--- src/rtl/execute_load_store_ctrl.sv ---
// execute_load_store_ctrl: one-at-a-time load/store sequencer to the data bus; MIST32E10FA_LOAD_STORE_TIMEOUT_EN adds a response timeout
module execute_load_store_ctrl #(
  parameter int TIMEOUT_CYCLES = 256
) (
  input  logic        iCLOCK,
  input  logic        iRESET_SYNC,
  input  logic        iEXE_REQ,
  output logic        oEXE_BUSY,
  input  logic        iEXE_FLUSH,
  input  logic        iEXE_RW,
  input  logic [1:0]  iEXE_SIZE,
  input  logic [31:0] iEXE_ADDR,
  input  logic [31:0] iEXE_DATA,
  output logic        oDATAIO_REQ,
  input  logic        iDATAIO_BUSY,
  output logic        oDATAIO_RW,
  output logic [31:0] oDATAIO_ADDR,
  output logic [3:0]  oDATAIO_MASK,
  output logic [31:0] oDATAIO_DATA,
  input  logic        iDATAIO_VALID,
  input  logic [31:0] iDATAIO_DATA,
  output logic        oLOAD_VALID,
  output logic        oLOAD_SHIFT_EN,
  output logic [3:0]  oLOAD_MASK,
  output logic [1:0]  oLOAD_SHIFT,
  output logic [31:0] oLOAD_DATA,
  output logic        oSTORE_DONE,
  output logic        oFAULT_VALID,
  output logic [1:0]  oFAULT_CODE
);
  typedef enum logic [1:0] {IDLE, ISSUE, WAIT, DRAIN} state_t;
  state_t state, next;
  logic idle_req, misaligned, accept, timeout, load_pulse, store_pulse, fault_pulse;
  logic shift_en;
  logic [1:0] shift, fault_code;
  logic [3:0] mask;
  logic [31:0] wdata;
  assign idle_req = state == IDLE & iEXE_REQ & !iEXE_FLUSH;
  assign misaligned = (iEXE_SIZE == 2'd1 & iEXE_ADDR[0]) | (iEXE_SIZE[1] & |iEXE_ADDR[1:0]);
  assign accept = idle_req & !misaligned;
  always_comb begin
    mask = iEXE_SIZE[1] ? 4'hf : iEXE_SIZE[0] ? (iEXE_ADDR[1] ? 4'b1100 : 4'b0011) : 4'b0001 << iEXE_ADDR[1:0];
    wdata = iEXE_SIZE[1] ? iEXE_DATA : iEXE_SIZE[0] ? {2{iEXE_DATA[15:0]}} : {4{iEXE_DATA[7:0]}};
  end
`ifdef MIST32E10FA_LOAD_STORE_TIMEOUT_EN
  logic [15:0] cnt;
  assign timeout = state[1] & cnt == 16'(TIMEOUT_CYCLES);
  always_ff @(posedge iCLOCK)
    if (iRESET_SYNC | next != state) cnt <= '0;
    else if (state[1] & !iDATAIO_VALID) cnt <= cnt + 16'd1;
`else
  assign timeout = 1'b0;
`endif
  always_comb
    next = state == IDLE ? (accept ? ISSUE : IDLE)
         : state == ISSUE ? (iEXE_FLUSH ? IDLE : iDATAIO_BUSY ? ISSUE : WAIT)
         : (iDATAIO_VALID | timeout) ? IDLE
         : (state == WAIT & iEXE_FLUSH) ? DRAIN : state;
  always_comb begin
    load_pulse = state == WAIT & iDATAIO_VALID & !oDATAIO_RW;
    store_pulse = state == WAIT & iDATAIO_VALID & oDATAIO_RW;
    fault_pulse = (idle_req & misaligned) | (state == WAIT & !iDATAIO_VALID & timeout);
    fault_code = (idle_req & misaligned) ? 2'b01 : fault_pulse ? 2'b10 : 2'b00;
  end
  always_ff @(posedge iCLOCK) begin
    if (iRESET_SYNC) begin
      state <= IDLE;
      oEXE_BUSY <= 1'b0;
      oDATAIO_REQ <= 1'b0;
      oDATAIO_RW <= 1'b0;
      oDATAIO_ADDR <= '0;
      oDATAIO_MASK <= '0;
      oDATAIO_DATA <= '0;
      shift <= '0;
      shift_en <= 1'b0;
      oLOAD_VALID <= 1'b0;
      oLOAD_SHIFT_EN <= 1'b0;
      oLOAD_MASK <= '0;
      oLOAD_SHIFT <= '0;
      oLOAD_DATA <= '0;
      oSTORE_DONE <= 1'b0;
      oFAULT_VALID <= 1'b0;
      oFAULT_CODE <= '0;
    end else begin
      state <= next;
      oEXE_BUSY <= next != IDLE;
      oDATAIO_REQ <= next == ISSUE;
      oLOAD_VALID <= load_pulse;
      oSTORE_DONE <= store_pulse;
      oFAULT_VALID <= fault_pulse;
      oFAULT_CODE <= fault_code;
      if (accept) begin
        oDATAIO_RW <= iEXE_RW;
        oDATAIO_ADDR <= {iEXE_ADDR[31:2], 2'b00};
        oDATAIO_MASK <= mask;
        oDATAIO_DATA <= wdata;
        shift <= iEXE_ADDR[1:0];
        shift_en <= !iEXE_SIZE[1];
      end
      if (load_pulse) begin
        oLOAD_SHIFT_EN <= shift_en;
        oLOAD_MASK <= oDATAIO_MASK;
        oLOAD_SHIFT <= shift;
        oLOAD_DATA <= iDATAIO_DATA;
      end
    end
  end
endmodule
--- config.mk ---
export PLATFORM = sky130hd
export DESIGN_NAME = execute_load_store_ctrl
export DESIGN_NICKNAME = d
export VERILOG_FILES = /design/src/rtl/execute_load_store_ctrl.sv
export SDC_FILE = /design/constraint.sdc
export NUM_CORES = 1
export LEC_CHECK = 0
export BUFFER_PORTS_ARGS = -buffer_cell sky130_fd_sc_hd__buf_2
export CAP_MARGIN = 20
export CELL_PAD_IN_SITES_DETAIL_PLACEMENT = 1
export CELL_PAD_IN_SITES_GLOBAL_PLACEMENT = 2
export CORE_MARGIN = 10
export CORE_UTILIZATION = 28
export DETAILED_ROUTE_END_ITERATION = 12
export PLACE_DENSITY_LB_ADDON = 0.1
export SLEW_MARGIN = 10
export SYNTH_ARGS = -nofsm -noshare
export SYNTH_HDL_FRONTEND = slang
export SYNTH_SLANG_ARGS = --single-unit
--- constraint.sdc ---
create_clock -name iCLOCK -period 2.6 [get_ports iCLOCK]
set_input_delay 0.39 -clock iCLOCK [delete_from_list [all_inputs] [get_ports iCLOCK]]
set_output_delay 0.39 -clock iCLOCK [all_outputs]
set_load 0.01 [all_outputs]
After elaboration in Yosys (flattened, before gate mapping)
Index checks and enable logic that the tools add are counted.
{ "totals": {"ff_bits": 118, "out_inout_bits": 115, "word_cells": 53} }
{ "op_classes": {"eq_ne": 4, "shifts": 1, "mux": 13, "bitwise": 11, "reduce_logical": 7} }
{ "ops": {"columns": ["cell", "n"], "rows": [
  ["32-bit two-way mux", 2],
  ["2-bit two-way mux", 6],
  ["4-bit two-way mux", 3],
  ["1-bit AND", 10],
  ["2-bit by 1-bit == test with 1-bit output, second input constant", 3],
  ["1-bit logical NOT", 4],
  ["1-bit by 2-bit << shifter with 4-bit output, first input constant", 1],
  ["2-bit == test, second input constant", 1],
  ["2-bit logical NOT", 1],
  ["1-bit two-way mux", 2],
  ["2-bit nonzero test", 1],
  ["2-bit OR reduction", 1],
  ["1-bit OR", 1]
]} }

Longest topological paths before layout
{ "depth": {"word_depth": 8, "depth_mapped": 8} }

Worst setup path after synthesis
OpenSTA, ideal clock, no wires.
{ "synth_path": {"path_type": "input-to-reg", "start": "input port iEXE_ADDR[0]", "end": "register oDATAIO_ADDR[20]", "arrival_ns": 1.538, "slack_ns": 0.946, "cell_stages": 7, "cell_sequence": "clkbuf_1 -> o21ai_1 -> and3_1 -> buf_4 -> buf_6 -> buf_6 -> a31o_2"} }
{ "synth_via": {"elab_chain_len": 5} }
{ "synth_rtl": {"columns": ["element", "line", "text"], "rows": [
  ["start, declared", "12", "input logic [31:0] iEXE_ADDR,"],
  ["2-bit OR reduction", "39", "assign misaligned = (iEXE_SIZE == 2'd1 & iEXE_ADDR[0]) | (iEXE_SIZE[1] & |iEXE_ADDR[1:0]);"],
  ["1-bit AND", "39", null],
  ["1-bit OR (*)", "39", null],
  ["1-bit logical NOT (*)", "40", "assign accept = idle_req & !misaligned;"],
  ["1-bit AND (*)", "40", null],
  ["end signal, assigned", "94", "oDATAIO_ADDR <= {iEXE_ADDR[31:2], 2'b00};"],
  ["end, declared", "17", "output logic [31:0] oDATAIO_ADDR,"]
]} }
Every way passes the cells marked *; elsewhere a longest branch is shown, timed or not.
A chain may end at the register's enable or synchronous reset.

Final worst setup path
{ "layout_path": {"start": "register state[1]", "end": "register oDATAIO_ADDR[13]"} }
{ "layout_via": {"elab_chain_len": 4} }
{ "layout_rtl": {"columns": ["element", "line", "text"], "rows": [
  ["start, declared", "32", "state_t state, next;"],
  ["start signal, assigned", "85", "state <= next;"],
  ["2-bit logical NOT", "38", "assign idle_req = state == IDLE & iEXE_REQ & !iEXE_FLUSH;"],
  ["1-bit AND (2 in a row)", "38", null],
  ["1-bit AND", "40", null]
]} }
Every way passes these cells.

==> metrics.md <==
| Metric | Value |
|---|---|
| Status | complete, no violations |
| Sum Neg Setup Slack | 0 ps |
| Synth warnings | 0 |
| Sequential fraction of the synthesis area | 46.9% |
| CP startpoint kind | register |
| Clock Tree Root | clkbuf_16 |
| Fmax | 523 MHz |
| Hold Path Sink | oDATAIO_ADDR[12] |
| Initial antenna violation count | 1 |
| Die Area | 0.0234 mm2 |
| Gr usage total | 15.8% |
| CTS resizes | 0 |
| Ports | 220 |
| Max rail drop VDD | 0.440 mV |
| CTS sink count | between 100 and 150 |
| Hold path start | iEXE_ADDR[12] |
| Library cells used by synthesis | 35 |
| Most frequent cells in the layout | buf_2, dfxtp_1, nand2_1, a21oi_1, a311oi_1 |
| Most common cell after layout, fill and taps aside | buf_2 |
| Num CTS Buffers | 17 |
| RD Place Congestion | 0.758 |
| TritonCTS clock tree | yes |
| Critical path class | register to register |
| Cell Area, Synth | around 0.005 mm2 |
| Number of global-route vias before repair | 5369 |
| RSZ-0062 raised after global routing | false |
| Post-synthesis mux area share | 6.67% |
| Adder-cell share of the synthesized area | 0% |
| Remaining Overflow, GRT | 0 |
| Initial core utilization | 28.6% |
| Post-synthesis simple-gate area fraction | 10.2% |
| Core Box Area | 0.0173 mm2 |
| CTS Buffer Depth | 2 |
| Vias per cell | just under 5 |
| H-tree depth | 4 |
| Synth-to-Final Area Change | 38.0% |
| Largest net degree at the start of global routing | 65 |
| Port Buf Inserts | 216 |
| Hold depth | 2 |
| Max Clock Skew | about 5.6 ps |
| Hold slack | 211 ps |
| XOR/XNOR Fraction of Synth Area | 0% |
| Iter 0 DRT Violations | 192 |
| Layout cells sized above 1 | between 40 and 50% |
| Hold Crit Class | input port to register |
| Worst-path fanout max | 64 |
| Final std cells w/o fill | 976 |
| Required time worst endpoint | a little under 3000 ps |
| Die Y-Extent | 153 um |
| Total Wirelength | ~19000 um |
| Clock-pin transition on the worst setup and hold timing paths | 50 ps |
| First-pass GRT wire length | 29900 um |
| EDFF count, synth | 0 |
| Clock Latency Late Sink | 410 ps |
| Routed vias | 4836 |
| Compound-Gate Fraction of Synth Area | 26.8% |
| Hold-fix buffer count after cts | 0 |
| Antenna Nets Post-Route | 0 |
| Residual DRC | 0 |
| Final slew viol count | 0 |
| Synth Instances | between 500 and 600 |
| Predominant post-synthesis flop cell | dfxtp_1 |
| Drt wl/cell | 19.6 um |
| PwrDens | 707 mW/mm2 |
| Leak | 2.98 nW |
| Final Hold Fails | 0 |
| Syn_area_per_cell | 9.00 um2 |
| # setup viols final | 0 |
| Final net count | 843 |
| Worst-Margin Slew | 676 ps |
| Cells on worst reg2reg path | 5 |
| Width of the die | 153 um |
| Ys async rst share | 0% |
| Largest family of logic cells by synthesized area | compound AO/OA/AOI/OAI gates |
| Post-DP HPWL | approximately 14000 um |
| DR pass1 iterations | 4 |
| Reg-to-reg slack, setup | around 690 ps |
| Endpoint of the worst-slack reg-to-reg timing path | oDATAIO_ADDR[13] |
| Row count | 48 |
| Post-CTS setup buffer count | 0 |
| Ant. Diodes | 0 |
| R2R Path Start | state[1] |
| Critical Path AT | 2260 ps |
| Final min period | 1910 ps |
| Fin crit share | between 70 and 80% |
| Element type at the critical path end | register |
| Synthesized flop and latch total | about 120 |
| Placed cells | around 940 |
| Max transition margin | 54.9% |
| Number of max-cap violations | 0 |
final cells by class:
type	instances	area, um2
Timing Repair Buffer	231	1250
Fill cell	2057	10500
Inverter	42	158
Multi-Input combinational cell	330	2200
Tap cell	225	282
Clock buffer	23	478
Clock inverter	9	150
Sequential cell	116	2320
cells in the mapped netlist (all sizes together), types with 2 or more instances:
| cell type | number | area, um2 |
|---|---|---|
| mux2i | 24 | 240 |
| dfxtp | 116 | 2320 |
| o21ai | 3 | 15.0 |
| a211oi | 19 | 143 |
| mux2 | 8 | 90.1 |
| a31o | 40 | 350 |
| nand2b | 11 | 68.8 |
| a311oi | 42 | 368 |
| inv | 42 | 158 |
| o31ai | 2 | 15.0 |
| a21oi | 45 | 225 |
| a31oi | 20 | 125 |
| clkbuf | 38 | 143 |
| nand2 | 89 | 334 |
| o211ai | 8 | 60.1 |
| nor2 | 4 | 22.5 |
| buf | 26 | 166 |
cells by family after synthesis:
kind of cell           after synthesis
buffers and inverters              106
and+or+nand+nor                    113
DFF                                116
AOI/OAI and AO/OA                  182
other                                1
muxes                               32
how the worst max path moves through the flow:
stage               slack, ps          endpoint         start  depth (start not counted)
floorplan                 950  oDATAIO_ADDR[20]  iEXE_ADDR[0]                          7
global placement          710   oDATAIO_MASK[3]    iEXE_FLUSH                          6
detailed placement        680  oDATAIO_ADDR[31]    iEXE_FLUSH                          6
CTS                       690  oDATAIO_ADDR[31]      state[1]                          5
global route              580   oDATAIO_MASK[3]      state[1]                          5
finish                    690  oDATAIO_ADDR[13]      state[1]                          5
metrics by stage:
stage	setup WS, ps	utilization, %	total power, W	area, um2
finish	689	39.5	0.00483	6840
global route	583	39.5	0.00503	6840
CTS	694	39.5	0.00490	6840
detailed placement	679	35.9	0.00239	6210
global placement	706	35.9	0.00238	6210
floorplan	946	-	0.00216	4960
worst max-delay path, cell delays in order (launching register included):
cell     delay [ps]
dfxtp_1         410
nor4b_4         360
buf_12          300
and3_2          280
buf_4           260
a31o_2          180
sequential cells by signal, indices dropped and copies added (netlist names):
name and flops:
oDATAIO_RW 1, oDATAIO_ADDR 30, oLOAD_VALID 1, state 2, oLOAD_DATA 32, oSTORE_DONE 1, oDATAIO_MASK 4, oDATAIO_DATA 32
oLOAD_SHIFT 2, shift 2, oLOAD_MASK 4, oLOAD_SHIFT_EN 1, oFAULT_VALID 1, oDATAIO_REQ 1, shift_en 1, oEXE_BUSY 1
metal layers:
layer | up-vias | track usage (%) | wire [um]
met5 | - | 0 | 13
met4 | 2 | 4.36 | 177
met3 | 13 | 6.26 | 1290
met2 | 157 | 26.4 | 9180
met1 | 2322 | 18.3 | 8440
li1 | 2342 | - | -
power by group:
group / switching (W) / internal [W]
clock: 0.000810 / 0.00167
combinational: 0.000284 / 0.000199
sequential: 0.0000312 / 0.00183
total: 0.00113 / 0.00371
(Power assumes the default switching activity.)
